`src/rtl/jtag_tap_pkg.sv`:
```
// Shared types and constants for the oversampled JTAG TAP responder.
package jtag_tap_pkg;

    // IEEE 1149.1 TAP controller states with their conventional 4-bit codes
    typedef enum logic [3:0] {
        EXIT2_DR         = 4'h0,
        EXIT1_DR         = 4'h1,
        SHIFT_DR         = 4'h2,
        PAUSE_DR         = 4'h3,
        SELECT_IR_SCAN   = 4'h4,
        UPDATE_DR        = 4'h5,
        CAPTURE_DR       = 4'h6,
        SELECT_DR_SCAN   = 4'h7,
        EXIT2_IR         = 4'h8,
        EXIT1_IR         = 4'h9,
        SHIFT_IR         = 4'hA,
        PAUSE_IR         = 4'hB,
        RUN_TEST_IDLE    = 4'hC,
        UPDATE_IR        = 4'hD,
        CAPTURE_IR       = 4'hE,
        TEST_LOGIC_RESET = 4'hF
    } tap_state_e;

    localparam int IR_W = 5;

    localparam logic [IR_W-1:0] IR_CAPTURE = 5'b00101;
    localparam logic [IR_W-1:0] IR_IDCODE  = 5'h01;
    localparam logic [IR_W-1:0] IR_CONFREG = 5'h06;
    localparam logic [IR_W-1:0] IR_BYPASS  = 5'h1F;

    // Next TAP state for one TCK rise with the given TMS
    function automatic tap_state_e tap_next(input tap_state_e s, input logic tms);
        tap_state_e n;
        case (s)
            TEST_LOGIC_RESET: n = tms ? TEST_LOGIC_RESET : RUN_TEST_IDLE;
            RUN_TEST_IDLE:    n = tms ? SELECT_DR_SCAN   : RUN_TEST_IDLE;
            SELECT_DR_SCAN:   n = tms ? SELECT_IR_SCAN   : CAPTURE_DR;
            CAPTURE_DR:       n = tms ? EXIT1_DR         : SHIFT_DR;
            SHIFT_DR:         n = tms ? EXIT1_DR         : SHIFT_DR;
            EXIT1_DR:         n = tms ? UPDATE_DR        : PAUSE_DR;
            PAUSE_DR:         n = tms ? EXIT2_DR         : PAUSE_DR;
            EXIT2_DR:         n = tms ? UPDATE_DR        : SHIFT_DR;
            UPDATE_DR:        n = tms ? SELECT_DR_SCAN   : RUN_TEST_IDLE;
            SELECT_IR_SCAN:   n = tms ? TEST_LOGIC_RESET : CAPTURE_IR;
            CAPTURE_IR:       n = tms ? EXIT1_IR         : SHIFT_IR;
            SHIFT_IR:         n = tms ? EXIT1_IR         : SHIFT_IR;
            EXIT1_IR:         n = tms ? UPDATE_IR        : PAUSE_IR;
            PAUSE_IR:         n = tms ? EXIT2_IR         : PAUSE_IR;
            EXIT2_IR:         n = tms ? UPDATE_IR        : SHIFT_IR;
            UPDATE_IR:        n = tms ? SELECT_DR_SCAN   : RUN_TEST_IDLE;
            default:          n = TEST_LOGIC_RESET;
        endcase
        return n;
    endfunction

endpackage

```
`src/rtl/jtag_tap_sampled_sync.sv`:
```
// Two-flop synchronizer for one asynchronous JTAG pin, with optional
// registered rise/fall detection on the synchronized value.
module jtag_pin_sync #(
    parameter logic RESET_VAL   = 1'b0,
    parameter bit   EDGE_DETECT = 1'b0
) (
    input  logic clk_i,
    input  logic rst_i,
    input  logic pin_i,
    output logic sync_o,
    output logic rise_o,
    output logic fall_o
);

    logic r_meta;
    logic r_sync;

    // Two-stage synchronizer; reset value matches the pin's idle level
    always_ff @(posedge clk_i) begin
        if (rst_i) begin
            r_meta <= RESET_VAL;
            r_sync <= RESET_VAL;
        end else begin
            r_meta <= pin_i;
            r_sync <= r_meta;
        end
    end

    assign sync_o = r_sync;

    generate
        if (EDGE_DETECT) begin : g_edge
            logic r_prev;
            logic r_rise;
            logic r_fall;

            // Compare against the previous synchronized value; strobes are registered
            always_ff @(posedge clk_i) begin
                if (rst_i) begin
                    r_prev <= RESET_VAL;
                    r_rise <= 1'b0;
                    r_fall <= 1'b0;
                end else begin
                    r_prev <= r_sync;
                    r_rise <= r_sync & ~r_prev;
                    r_fall <= ~r_sync & r_prev;
                end
            end

            assign rise_o = r_rise;
            assign fall_o = r_fall;
        end else begin : g_no_edge
            assign rise_o = 1'b0;
            assign fall_o = 1'b0;
        end
    endgenerate

endmodule

```
`src/rtl/jtag_tap_sampled.sv`:
```
// JTAG TAP responder with all pins oversampled in the clk_i domain.
// Supports IDCODE, a CONF_W-bit configuration register and BYPASS.
module jtag_tap_sampled
    import jtag_tap_pkg::*;
#(
    parameter logic [31:0]       IDCODE     = 32'h1000_0DB3,
    parameter int                CONF_W     = 9,
    parameter logic [CONF_W-1:0] CONF_RESET = '0
) (
    input  logic              clk_i,
    input  logic              rst_i,
    input  logic              jtag_tck_i,
    input  logic              jtag_trst_ni,
    input  logic              jtag_tms_i,
    input  logic              jtag_tdi_i,
    output logic              jtag_tdo_o,
    output logic              jtag_tdo_en_o,
    output logic [CONF_W-1:0] conf_o,
    output logic              conf_valid_o,
    output logic [3:0]        tap_state_o
);

    logic       w_tck_rise;
    logic       w_tck_fall;
    logic       w_tms;
    logic       w_tdi;
    logic       w_trst_n;
    logic [6:0] w_unused_sync;

    jtag_pin_sync #(.RESET_VAL(1'b0), .EDGE_DETECT(1'b1)) u_sync_tck (
        .clk_i  (clk_i),
        .rst_i  (rst_i),
        .pin_i  (jtag_tck_i),
        .sync_o (w_unused_sync[0]),
        .rise_o (w_tck_rise),
        .fall_o (w_tck_fall)
    );

    jtag_pin_sync #(.RESET_VAL(1'b1), .EDGE_DETECT(1'b0)) u_sync_tms (
        .clk_i  (clk_i),
        .rst_i  (rst_i),
        .pin_i  (jtag_tms_i),
        .sync_o (w_tms),
        .rise_o (w_unused_sync[1]),
        .fall_o (w_unused_sync[2])
    );

    jtag_pin_sync #(.RESET_VAL(1'b0), .EDGE_DETECT(1'b0)) u_sync_tdi (
        .clk_i  (clk_i),
        .rst_i  (rst_i),
        .pin_i  (jtag_tdi_i),
        .sync_o (w_tdi),
        .rise_o (w_unused_sync[3]),
        .fall_o (w_unused_sync[4])
    );

    jtag_pin_sync #(.RESET_VAL(1'b1), .EDGE_DETECT(1'b0)) u_sync_trst (
        .clk_i  (clk_i),
        .rst_i  (rst_i),
        .pin_i  (jtag_trst_ni),
        .sync_o (w_trst_n),
        .rise_o (w_unused_sync[5]),
        .fall_o (w_unused_sync[6])
    );

    tap_state_e        r_state;
    logic [IR_W-1:0]   r_ir;
    logic [IR_W-1:0]   r_ir_shift;
    logic [31:0]       r_dr_shift;
    logic [CONF_W-1:0] r_conf;
    logic              r_conf_valid;
    logic              r_tdo;
    logic              r_tdo_en;

    tap_state_e        w_state_next;
    logic [31:0]       w_dr_shifted;
    logic              w_in_shift;

    // Next TAP state from the synchronized TMS
    always_comb begin
        w_state_next = tap_next(r_state, w_tms);
    end

    // One DR shift step: TDI enters at the top bit of the selected register's length
    always_comb begin
        w_dr_shifted = {1'b0, r_dr_shift[31:1]};
        case (r_ir)
            IR_IDCODE:  w_dr_shifted[31]       = w_tdi;
            IR_CONFREG: w_dr_shifted[CONF_W-1] = w_tdi;
            default:    w_dr_shifted[0]        = w_tdi;
        endcase
    end

    assign w_in_shift = (r_state == SHIFT_DR) || (r_state == SHIFT_IR);

    // TAP controller, instruction/data registers and TDO, all stepped by TCK edges
    always_ff @(posedge clk_i) begin
        if (rst_i) begin
            r_state      <= TEST_LOGIC_RESET;
            r_ir         <= IR_IDCODE;
            r_ir_shift   <= '0;
            r_dr_shift   <= '0;
            r_conf       <= CONF_RESET;
            r_conf_valid <= 1'b0;
            r_tdo        <= 1'b0;
            r_tdo_en     <= 1'b0;
        end else begin
            r_conf_valid <= 1'b0;
            if (!w_trst_n) begin
                // TAP reset pin has priority over any TCK edge; conf is left alone
                r_state  <= TEST_LOGIC_RESET;
                r_ir     <= IR_IDCODE;
                r_tdo    <= 1'b0;
                r_tdo_en <= 1'b0;
            end else begin
                if (w_tck_rise) begin
                    r_state <= w_state_next;
                    case (r_state)
                        CAPTURE_IR: r_ir_shift <= IR_CAPTURE;
                        SHIFT_IR:   r_ir_shift <= {w_tdi, r_ir_shift[IR_W-1:1]};
                        UPDATE_IR:  r_ir       <= r_ir_shift;
                        CAPTURE_DR: begin
                            case (r_ir)
                                IR_IDCODE:  r_dr_shift <= IDCODE;
                                IR_CONFREG: r_dr_shift <= {{(32-CONF_W){1'b0}}, r_conf};
                                IR_BYPASS:  r_dr_shift <= '0;
                                default:    r_dr_shift <= '0;
                            endcase
                        end
                        SHIFT_DR:   r_dr_shift <= w_dr_shifted;
                        UPDATE_DR: begin
                            if (r_ir == IR_CONFREG) begin
                                r_conf       <= r_dr_shift[CONF_W-1:0];
                                r_conf_valid <= 1'b1;
                            end
                        end
                        default: ;
                    endcase
                    // Entering Test-Logic-Reset selects IDCODE
                    if (w_state_next == TEST_LOGIC_RESET) begin
                        r_ir <= IR_IDCODE;
                    end
                end
                if (w_tck_fall) begin
                    r_tdo_en <= w_in_shift;
                    if (r_state == SHIFT_IR) begin
                        r_tdo <= r_ir_shift[0];
                    end else if (r_state == SHIFT_DR) begin
                        r_tdo <= r_dr_shift[0];
                    end else begin
                        r_tdo <= 1'b0;
                    end
                end
            end
        end
    end

    assign jtag_tdo_o    = r_tdo;
    assign jtag_tdo_en_o = r_tdo_en;
    assign conf_o        = r_conf;
    assign conf_valid_o  = r_conf_valid;
    assign tap_state_o   = r_state;

endmodule
```
`config.mk`:
```
export PLATFORM = sky130hd
export DESIGN_NAME = jtag_tap_sampled
export DESIGN_NICKNAME = d
export VERILOG_FILES = /design/src/rtl/jtag_tap_pkg.sv /design/src/rtl/jtag_tap_sampled_sync.sv /design/src/rtl/jtag_tap_sampled.sv
export SDC_FILE = /design/constraint.sdc
export NUM_CORES = 1
export LEC_CHECK = 0
export ABC_AREA = 1
export CORE_MARGIN = 2
export CORE_UTILIZATION = 57
export DETAILED_ROUTE_END_ITERATION = 10
export GPL_TIMING_DRIVEN = 1
export MAX_ROUTING_LAYER = met4
export PLACE_DENSITY = 0.82
export SETUP_SLACK_MARGIN = 0.5
export SLEW_MARGIN = 20
export SYNTH_ARGS = -nofsm -noshare
export SYNTH_HDL_FRONTEND = slang
export SYNTH_SLANG_ARGS = --single-unit
```
`constraint.sdc`:
```
create_clock -name clk_i -period 1.85 [get_ports clk_i]
set_clock_uncertainty 0.1 [all_clocks]
set_input_delay 0.555 -clock clk_i [delete_from_list [all_inputs] [get_ports clk_i]]
set_output_delay 0.555 -clock clk_i [all_outputs]
set_load 0.01 [all_outputs]
```
======== Yosys cells after proc, flatten, opt, wreduce, memory -nomap -nowiden ========
Index checks and enable logic that the tools add are counted.
Widths: inputs -> output; s select.
storage, ports and cells
  logic and storage cells ................. 83
  flip-flop bits (word level) ............. 69
  output and inout bits ................... 16
operators by class
  reduce and logical (&&, ||, !) cells .... 15
  mux-type cells .......................... 24
  bitwise gates (word level) .............. 7
  equality and inequality tests ........... 18
operator list
  operator            count
  $pmux 32 s2         1
  $pmux 29 s2         1
  $pmux 4 s12         1
  $eq 4x4->1 const B  9
  $eq 4x3->1 const B  4
  $mux 2              6
  $mux 3              4
  $mux 5              2
  $pmux 5 s2          1
  $eq 4x2->1 const B  2
  $reduce_or 2->1     4
  $mux 1              7
  $reduce_and 3->1    2
  $reduce_bool 2->1   3
  $eq 5x1->1 const B  1
  $eq 5x3->1 const B  1
  $not 1->1           5
  $eq 4x1->1 const B  1
  $logic_not 4->1     1
  $mux 4              1
  $reduce_and 4->1    1
  $reduce_or 4->1     1
  $reduce_or 3->1     1
  $and 1x1->1         2
  2 further kinds     2

======== Logic depth before layout (Yosys ltp) ========
  word-level depth ........................ 6
  mapped depth ............................ 12
  gate-level depth less buffers ........... 11

======== Modules after synthesis ========
From an unflattened synthesis, not the netlist that was laid out.
unflattened totals
  cell total of the unflattened synthesis .. 386
  area total of the unflattened synthesis .. 2935.3 um^2
by module, submodules not included
  module                           area each (um^2)  cells each  instances  seq. area each (um^2)
  jtag_tap_sampled                 2566.2            342         1          1161.1
  jtag_pin_sync at u_sync_tms ...  77.6              10          2          40.0
  jtag_pin_sync at u_sync_tck      140.1             15          1          100.1
  jtag_pin_sync at u_sync_tdi      73.8              9           1          40.0

======== Worst setup path before layout ========
Ideal clock, no wire load.
  path kind ............................... flip-flop to flip-flop
  start point ............................. register r_state[3], in the netlist tap_state_o[3]
  end point ............................... register r_ir[0]
  period minus slack after synthesis ...... 1.532 ns
  data arrival time ....................... 1.310 ns
  data required time ...................... 1.628 ns
  stages on the path, launching flop included .. 13
  path slack .............................. 0.318 ns
  path through ............................ dfxtp_1 > buf_4 > nand2_2 > nor2_2 > nand2_1 > nand2_1 > inv_2 > nand2_4 > nand3_4 > nand2_4 > nand2_1 > nand2_1 > nand3_1
between the ends
  word-level cells in the longest chain between the ends .. 6
  elaborated cells on any way between the ends .. 24
ends and longest elaborated chain
  what                                                                        line                     source
  from (decl)                                                                 jtag_tap_sampled.sv:66   tap_state_e r_state;
  from (signal assigned)                                                      jtag_tap_sampled.sv:117  r_state <= w_state_next;
  $eq 4x3->1 (tied with other cells)                                          jtag_tap_pkg.sv:34       case (s)
  $reduce_or 3->1 (no source line) / $reduce_or 2->1 (equally long branches)  n/a
  $pmux 4 s12                                                                 jtag_tap_pkg.sv:34
  $eq 4x4->1                                                                  jtag_tap_sampled.sv:140  if (w_state_next == TEST_LOGIC_RESET) begin
  $reduce_bool 2->1 (no source line)                                          n/a
  $reduce_and 2->1 (no source line)                                           n/a
  to (signal assigned)                                                        jtag_tap_sampled.sv:121  UPDATE_IR: r_ir <= r_ir_shift;
  to (decl)                                                                   jtag_tap_sampled.sv:67   logic [IR_W-1:0] r_ir;
Parallel ways exist; a longest one is shown, timed or not.
A chain may end at the register's enable or synchronous reset.

======== Worst setup path in the final report ========
  start point ............................. register r_state[0], in the netlist tap_state_o[0]
  end point ............................... register r_ir[2]
The elaborated chain is that of the path after synthesis.

==> reports/qor.csv <==
stage;metric;value;unit
die;Core ar.;4690;um^2
clocking;Clk Latency, worst-skew pair;0.38;ns
final_layout;fin area;4320;um^2
placement;post-placement cell count;414;
timing;RSZ-0062 raised after global routing;yes;
timing;Final Slew Violations;0;
setup_path;WP data arrival;1.99;ns
synthesis;post-synthesis sequential area ratio;50.2;%
synthesis;Syn Area/Cell;7.96;um^2
placement;dpl hpwl;3970;um
placement;placement-stage cell area;3050;um^2
timing;final cycle utilization of the critical path;98.7;%
timing;Slew @ Worst Pin;0.384;ns
setup_path;crit end category;flop;
pwr;total leakage power;1.72;nW
final_layout;multi-input logic area;1570;um^2
clocking;H-tree depth;3;
die;Die Wd;73.5;um
global_route;total track usage;36.4;%
final_layout;most frequent cells in the layout;dfxtp_1 (49), nand2_1 (48), nor2_1 (46), buf_4 (32), buf_6 (30);
timing;FMAX;548;MHz
final_layout;fraction of layout cells with a size suffix above 1;48.5;%
die;initial core utilization;58.7;%
timing;final hold slack;0.323;ns
drt;via count;3313;
pwr;power per cell area;754;nW/um^2
drt;post-route ant nets;0;
clocking;Num CTS Buffers;9;
global_route;first-pass GRT wire length;14100;um
global_route;largest net degree at the start of global routing;32;
timing;Tmin final;1.83;ns
die;I/O pins;22;
global_route;vias in the first global route;2774;
drt;drt wl/cell;26.1;um
clocking;CTS root buf;clkbuf_8;
placement;port bufs;21;
synthesis;Cells after Synth;346;
drt;first-iteration detailed-routing DRC count;626;
synthesis;syn_nets;352;
placement;gpl congestion;0.870;
setup_path;CP Max Fanout;7;
global_route;GRT Residual Overflow;0;
drt;WL final;12700;um
global_route;initial antenna violation count;0;
final_layout;fillcell total;138;
final_layout;Ant. Diodes;0;
die;die area;5400;um^2
synthesis;area leader, netlist;dfxtp_1;
clocking;CTS clk-pin slew, worst paths;0.09;ns
timing;# setup viols final;0;
clocking;clock sinks;69;
die;chip height;73.5;um
final_layout;post-layout net count;432;
timing;slew margin rel.;74.2;%
drt;Via density;6.83;
outcome;outcome;completed;
synthesis;Synth Cell Area;2750;um^2
clocking;CTS tree;done;
synthesis;Ys Warns;0;
flow_run;Max Cap Viol;0;
synthesis;flop and latch count out of synthesis;69;
die;row count;25;
setup_path;CP Class;reg -> reg;
synthesis;Synth top area share;50.2;%
clocking;clk buf depth;2;
final_layout;most common cell after layout, fill and taps aside;dfxtp_1;
drt;First-pass DRT Iterations;7;
setup_path;Startpoint Class;flop;
drt;drt drc;0;
final_layout;non-filler cells, final;485;
final_layout;Area Overhead vs Synth;57.0;%
synthesis;Area contributors post-synth;dfxtp_1 (50%), nand2_1 (8.2%), nor2_1 (7.5%);
hold_path;Hold WC Path Type;reg -> reg;
final_layout;Register Area;1420;um^2
synthesis;post-synthesis cell type count;27;
setup_path;Crit path required time;2.02;ns
timing;final hold vios;0;
pwr;VDD IR-drop max;0.742;mV
[cell families after synthesis]
family / after synthesis / synth area share [%]
buffers and inverters: 44 / 7.27
AND/OR/NAND/NOR: 157 / 26.3
AO/OA/AOI/OAI: 76 / 16.3
flip-flops: 69 / 50.2
[stage by stage]
stage                     utilization (%)  worst slack [ns]  setup TNS, ns  total power [mW]
after floorplan                         -             0.413              0              1.66
after global placement               65.0            0.0784              0              1.71
after detailed placement             65.0            0.0468              0              1.71
after CTS                            80.8             0.292              0              3.07
after global routing                 92.1           -0.0312        -0.0631              3.29
final                                92.1            0.0245              0              3.26
[cell type report]
type	instances	share of cell area, %
clock buffers	11	3.27
clock inverters	5	1.91
inverters	28	2.92
multi-input cells	237	36.4
flip-flops and latches	69	32.8
well taps	54	1.56
repair buffers	80	21.0
repair inverters	1	0.174
[per-layer routing]
layer / part of all wire, % / track usage, %
met1: 34 / 42.5
met2: 45 / 56.8
met3: 13 / 8.64
met4: 7.5 / 21.2
met5: 0 / -
[synth_stat cells]
library cell	instances
a211oi_1	2
a21oi_1	17
a22oi_1	19
a31oi_1	11
buf_2	4
buf_4	4
buf_6	2
clkbuf_1	6
dfxtp_1	69
inv_1	24
inv_2	4
nand2_1	60
nand2_2	4
nand2_4	2
nand3_1	16
nand3_4	1
nand3b_1	1
nand4_1	2
nand4_2	1
nor2_1	55
nor2_2	4
nor2_4	1
nor3_1	4
nor3_4	2
o211ai_1	1
o21ai_0	26
or2_2	4
[flip-flops by register name, indices dropped and copies added, names as in the netlist, 4 cells and up]
register,count
conf_o,9
r_ir_shift,5
tap_state_o,4
r_dr_shift,32
r_ir,5
[final timing paths]
| kind | from | to | slack, ns | cells after the start |
|---|---|---|---|---|
| max | tap_state_o[0] | r_ir[2] | 0.02 | 10 |
| min | u_sync_tck.r_meta | u_sync_tck.sync_o | 0.32 | 2 |
| max reg2reg | tap_state_o[0] | r_ir[2] | 0.02 | 10 |
| min reg2reg | u_sync_tck.r_meta | u_sync_tck.sync_o | 0.32 | 2 |
[critical path: stages (launching register included)]
cell and delay, ns:
dfxtp_4 0.39, buf_6 0.11, nand2_2 0.05, nor2_2 0.17, nand2_1 0.13, nand4_1 0.19, nand3_4 0.17, nand2_4 0.16
nand3_1 0.10, nand2_1 0.10, nor2_1 0.05
[power by group]
group          leakage [nW]  switching [mW]  total (mW)  internal [mW]
clock network         0.110           0.670        1.47          0.800
registers             0.563          0.0183        1.51           1.50
logic                  1.05           0.175       0.277          0.102
total                  1.72           0.863        3.26           2.40
[what timing repair did]
item                                    CTS  global route
hold buffers                              0             0
buffers inserted                         26            20
gates resized for setup                 145            84
pin swaps                                12            43
cloned                                    6             3
endpoints found under the setup margin   74            71
Note: power is estimated with default switching activity, not from simulation.
